<file path="src/rtl/chain_latency_probe.sv">
`default_nettype none
// ============================================================================
// Module  : chain_latency_probe
// Brief   : Drives one delay-chain lane, launches a single transition once the
//           chain is flushed, and reports the edge count until it returns.
// Revision: 1.0 - initial release
// ============================================================================
module chain_latency_probe #(
    parameter int CNT_W   = 10,
    parameter int SETTLE  = 4,
    parameter int TIMEOUT = 1000
) (
    input  logic             clk,
    input  logic             rst,
    input  logic             start,
    input  logic             chain_dout,
    output logic             chain_din,
    output logic             busy,
    output logic             done,
    output logic             timeout,
    output logic [CNT_W-1:0] latency
);

    localparam logic [CNT_W-1:0] SETTLE_C  = CNT_W'(SETTLE);
    localparam logic [CNT_W-1:0] TIMEOUT_C = CNT_W'(TIMEOUT);
    localparam logic [CNT_W-1:0] ONE_C     = {{(CNT_W-1){1'b0}}, 1'b1};
    localparam logic [CNT_W-1:0] ALL_ONES  = {CNT_W{1'b1}};

    typedef enum logic [1:0] {
        ST_IDLE    = 2'd0,
        ST_SETTLE  = 2'd1,
        ST_LAUNCH  = 2'd2,
        ST_MEASURE = 2'd3
    } state_t;

    state_t           state_q, state_d;
    logic             chain_din_q, chain_din_d;
    logic             done_q, done_d;
    logic             timeout_q, timeout_d;
    logic [CNT_W-1:0] latency_q, latency_d;
    logic [CNT_W-1:0] settle_cnt_q, settle_cnt_d;
    logic [CNT_W-1:0] tmo_cnt_q, tmo_cnt_d;
    logic [CNT_W-1:0] cnt_q, cnt_d;

    logic             match;
    logic [CNT_W-1:0] settle_inc;
    logic [CNT_W-1:0] tmo_inc;
    logic [CNT_W-1:0] cnt_inc;

    // Saturating increments: counters park at all-ones instead of wrapping.
    assign match      = (chain_dout == chain_din_q);
    assign settle_inc = (settle_cnt_q == ALL_ONES) ? settle_cnt_q : settle_cnt_q + ONE_C;
    assign tmo_inc    = (tmo_cnt_q == ALL_ONES) ? tmo_cnt_q : tmo_cnt_q + ONE_C;
    assign cnt_inc    = (cnt_q == ALL_ONES) ? cnt_q : cnt_q + ONE_C;

    always_comb begin
        state_d      = state_q;
        chain_din_d  = chain_din_q;
        done_d       = 1'b0;
        timeout_d    = timeout_q;
        latency_d    = latency_q;
        settle_cnt_d = settle_cnt_q;
        tmo_cnt_d    = tmo_cnt_q;
        cnt_d        = cnt_q;

        case (state_q)
            ST_IDLE: begin
                if (start) begin
                    state_d      = ST_SETTLE;
                    settle_cnt_d = '0;
                    tmo_cnt_d    = '0;
                    timeout_d    = 1'b0;
                end
            end
            ST_SETTLE: begin
                tmo_cnt_d    = tmo_inc;
                settle_cnt_d = match ? settle_inc : '0;
                // A flushed chain wins over a timeout landing on the same edge.
                if (match && settle_inc == SETTLE_C) begin
                    state_d = ST_LAUNCH;
                end else if (tmo_inc == TIMEOUT_C) begin
                    latency_d = ALL_ONES;
                    timeout_d = 1'b1;
                    done_d    = 1'b1;
                    state_d   = ST_IDLE;
                end
            end
            ST_LAUNCH: begin
                chain_din_d = ~chain_din_q;
                cnt_d       = '0;
                state_d     = ST_MEASURE;
            end
            ST_MEASURE: begin
                if (match) begin
                    latency_d = cnt_q;
                    done_d    = 1'b1;
                    state_d   = ST_IDLE;
                end else begin
                    cnt_d = cnt_inc;
                    if (cnt_inc == TIMEOUT_C) begin
                        latency_d = ALL_ONES;
                        timeout_d = 1'b1;
                        done_d    = 1'b1;
                        state_d   = ST_IDLE;
                    end
                end
            end
            default: begin
                state_d = ST_IDLE;
            end
        endcase
    end

    always_ff @(posedge clk) begin
        if (rst) begin
            state_q      <= ST_IDLE;
            chain_din_q  <= 1'b0;
            done_q       <= 1'b0;
            timeout_q    <= 1'b0;
            latency_q    <= '0;
            settle_cnt_q <= '0;
            tmo_cnt_q    <= '0;
            cnt_q        <= '0;
        end else begin
            state_q      <= state_d;
            chain_din_q  <= chain_din_d;
            done_q       <= done_d;
            timeout_q    <= timeout_d;
            latency_q    <= latency_d;
            settle_cnt_q <= settle_cnt_d;
            tmo_cnt_q    <= tmo_cnt_d;
            cnt_q        <= cnt_d;
        end
    end

    assign chain_din = chain_din_q;
    assign busy      = (state_q != ST_IDLE);
    assign done      = done_q;
    assign timeout   = timeout_q;
    assign latency   = latency_q;

endmodule
`default_nettype wire

</file>
<file path="config.mk">
export PLATFORM = sky130hd
export DESIGN_NAME = chain_latency_probe
export DESIGN_NICKNAME = d
export VERILOG_FILES = /design/src/rtl/chain_latency_probe.sv
export SDC_FILE = /design/constraint.sdc
export NUM_CORES = 1
export LEC_CHECK = 0
export CORE_MARGIN = 5
export CORE_UTILIZATION = 40
export DETAILED_ROUTE_END_ITERATION = 16
export GPL_TIMING_DRIVEN = 0
export PLACE_DENSITY = 0.69
export SYNTH_ARGS = -nofsm -noshare
export SYNTH_HDL_FRONTEND = slang
export SYNTH_SLANG_ARGS = --single-unit
</file>
<file path="constraint.sdc">
create_clock -name clk -period 4.6 [get_ports clk]
set_clock_uncertainty 0.2 [all_clocks]
set_input_delay 0.69 -clock clk [delete_from_list [all_inputs] [get_ports clk]]
set_output_delay 0.69 -clock clk [all_outputs]
set_load 0.05 [all_outputs]
</file>
==> impl_metrics.csv <==
group,metric,value,unit
finish,diodes,0,
clocking,root_buffer,"clkbuf_8",
power,total_leakage_power,0.918,nW
timing,whs,275,ps
routing,wl_met2,3220,um
synth,synth-main-ff-cell,"dfxtp_1",
routing,met1Wirelength,3200,um
synth,syn_nets,364,
synth,synth_edf_count,0,
synth,yosysTopAreaCell,"dfxtp_1",
synth,avgSynthCellArea,7.61,um2
global_routing,antenna_found_initial,0,
global_routing,overflow,0,
synth,synth_cells,357,
critical_path,cp-end-kind,"flop",
global_routing,grt_max_degree,14,
routing,drt_first_pass_iters,5,
synth,postSynth.asyncResetShare,0,
synth,synth_top_area_share,0.332,
power,finalPower,0.000749,W
critical_path,r2r_start,"tmo_cnt_q[0]",
clocking,cts_setup_buffers,0,
timing,slew_headroom,0.581,
clocking,clk_pin_slew_worst_paths,80,ps
routing,routed_via_density,5.98,
worst_hold_path,hold_path_class,"reg -> reg",
synth,synth_seq_cells,45,
floorplanning,dieArea,8540,um2
power,ir_drop,0.147,mV
clocking,cts_buffers,5,
finish,drive_above_1_share,0.0787,
finish,post-route-util,0.460,
worst_hold_path,worstHoldPathCells,2,
worst_hold_path,hold_end,"latency[7]",
synth,synth_area,2720,um2
floorplanning,die_y,92.4,um
worst_hold_path,hp-start,"latency[7]",
global_routing,grt_first_pass_wirelength,11500,um
clocking,clk_latency,300,ps
critical_path,timing.rr.end,"latency[9]",
critical_path,r2r_slack,1360,ps
timing,final_hold_viol_count,0,
routing,drcViolationCount,0,
synth,yosysWarnings,0,
clocking,cts_resized,0,
critical_path,crit_type,"reg -> reg",
timing,worstMarginPinSlew,627,ps
timing,max_freq,308,MHz
global_routing,grt_pass1_vias,2452,
finish,final_area,3090,um2
placement,hpwl,4860,um
floorplanning,die_x,92.4,um
critical_path,ff2ff_path_depth,8,
synth,ys_types,60,
timing,setup_tns,0,ps
finish,final_cell_mix,"49 x nor2_1, 45 x dfxtp_1, 29 x nand2_1",
critical_path,cp_max_fo,10,
routing,post_drt_wl_per_cell,15.0,um
floorplanning,coreArea,6720,um2
placement,port_buffers,17,
finish,area_growth,13.8,%
timing,finalSetupViolCount,0,
clocking,htree_levels,2,
global_routing,grt.total_usage,0.161,
synth,synth_area_leaders,"dfxtp_1 33%, nor2_1 6.8%, a21oi_1 5.0%, o21ai_0 4.8%, a221oi_2 4.4%",
clocking,cts_hold_buf,0,
placement,placed_area,2990,um2
finish,mostFrequentLayoutCell,"nor2_1",
timing,fin_crit,3240,ps
critical_path,crit_path_start_kind,"flop",
routing,highest_layer,"met4",
placement,globalplace.congestion,0.889,
finish,fin_nets,388,
routing,first_iter_violations,264,
floorplanning,row_count,30,
timing,finalMaxSlewViolations,0,
clocking,cts_tree,"built",
routing,num_vias,2758,
run_status,status,"finished, final reports clean",
clocking,cts_sinks,45,
floorplanning,initial_utilization,0.404,
routing,wl_met3,386,um
routing,routed_wl,6910,um
routing,ant_nets,0,
power,power_density,242,nW/um2
clocking,clockBufferDepth,2,
timing,rsz0062_at_grt,"false",
synth,yosysSeqAreaShare,0.332,
critical_path,worstPathRequired,4610,ps
flow_run,drv_cap,0,
floorplanning,pin_count,18,
critical_path,critical_path_arrival,3250,ps
timing,fin_crit_sh,0.705,
-- layer usage --
layer	vias to the layer above	global-route usage
li1	1354	-
met1	1311	0.226
met2	81	0.253
met3	12	0.0260
met4	0	0.0507
met5	-	0
-- stage by stage --
stage	worst slack, ps	instances
after global placement	1400	454
after detailed placement	1400	454
after CTS	1380	461
after floorplan	1920	357
after global routing	1040	461
final	1360	461
-- registers in the layout (all words and copies together), names as in the netlist, named ones only --
signal / count
chain_din: 1
cnt_q: 10
done: 1
latency: 10
settle_cnt_q: 10
state_q: 1
timeout: 1
tmo_cnt_q: 10
-- power by group --
group / switching (W) / internal [W] / total (W)
Clock: 0.000135 / 0.000158 / 0.000293
Combinational: 0.0000432 / 0.0000190 / 0.0000622
Sequential: 0.00000246 / 0.000391 / 0.000394
-- cells by family after synthesis --
family | count (synthesis) | synth area share
adder cells (fa/ha/maj) | 3 | 0.0138
XOR/XNOR | 4 | 0.0129
AND/OR/NAND/NOR | 151 | 0.277
flip-flops | 45 | 0.332
buffers and inverters | 43 | 0.0649
AO/OA/AOI/OAI | 108 | 0.289
multiplexers | 3 | 0.0111
-- cells in the mapped netlist (4+ instances only) --
| library cell | instances |
|---|---|
| clkbuf_1 | 19 |
| dfxtp_1 | 45 |
| nand2b_1 | 4 |
| a221oi_1 | 4 |
| a31oi_1 | 9 |
| nand2_1 | 29 |
| nand4_1 | 5 |
| a32oi_1 | 4 |
| a221oi_2 | 8 |
| o21ai_0 | 26 |
| nor2_1 | 49 |
| nor3_1 | 21 |
| nand3_1 | 13 |
| a21oi_1 | 27 |
| inv_1 | 19 |
| and3_1 | 4 |
| nor2b_1 | 4 |
-- critical path, stage by stage, from the launching register on --
cell	delay, ps
dfxtp_1	460
ha_1	290
nand3_1	270
or3_1	430
clkbuf_1	170
mux2i_1	160
nor4_2	560
nand2_2	310
a221oi_1	300
-- layout make-up --
type / instances / area (um2)
Fill cell: 667 / 3630
Multi-Input combinational cell: 269 / 1640
Sequential cell: 45 / 901
Timing Repair Buffer: 17 / 170
Buffer: 24 / 105
Tap cell: 80 / 100
Inverter: 19 / 71.3
Clock buffer: 5 / 68.8
Clock inverter: 2 / 35.0
-- worst max-delay path by stage --
stage | start | slack (ps) | end
2_1_floorplan | tmo_cnt_q[0] | 1920 | latency[0]
3_3_place_gp | chain_dout | 1400 | latency[9]
3_5_place_dp | chain_dout | 1400 | latency[9]
4_1_cts | tmo_cnt_q[0] | 1380 | latency[9]
5_1_grt | tmo_cnt_q[0] | 1040 | latency[9]
6_report | tmo_cnt_q[0] | 1360 | latency[9]
No activity file was read; power rests on OpenSTA's default activity.
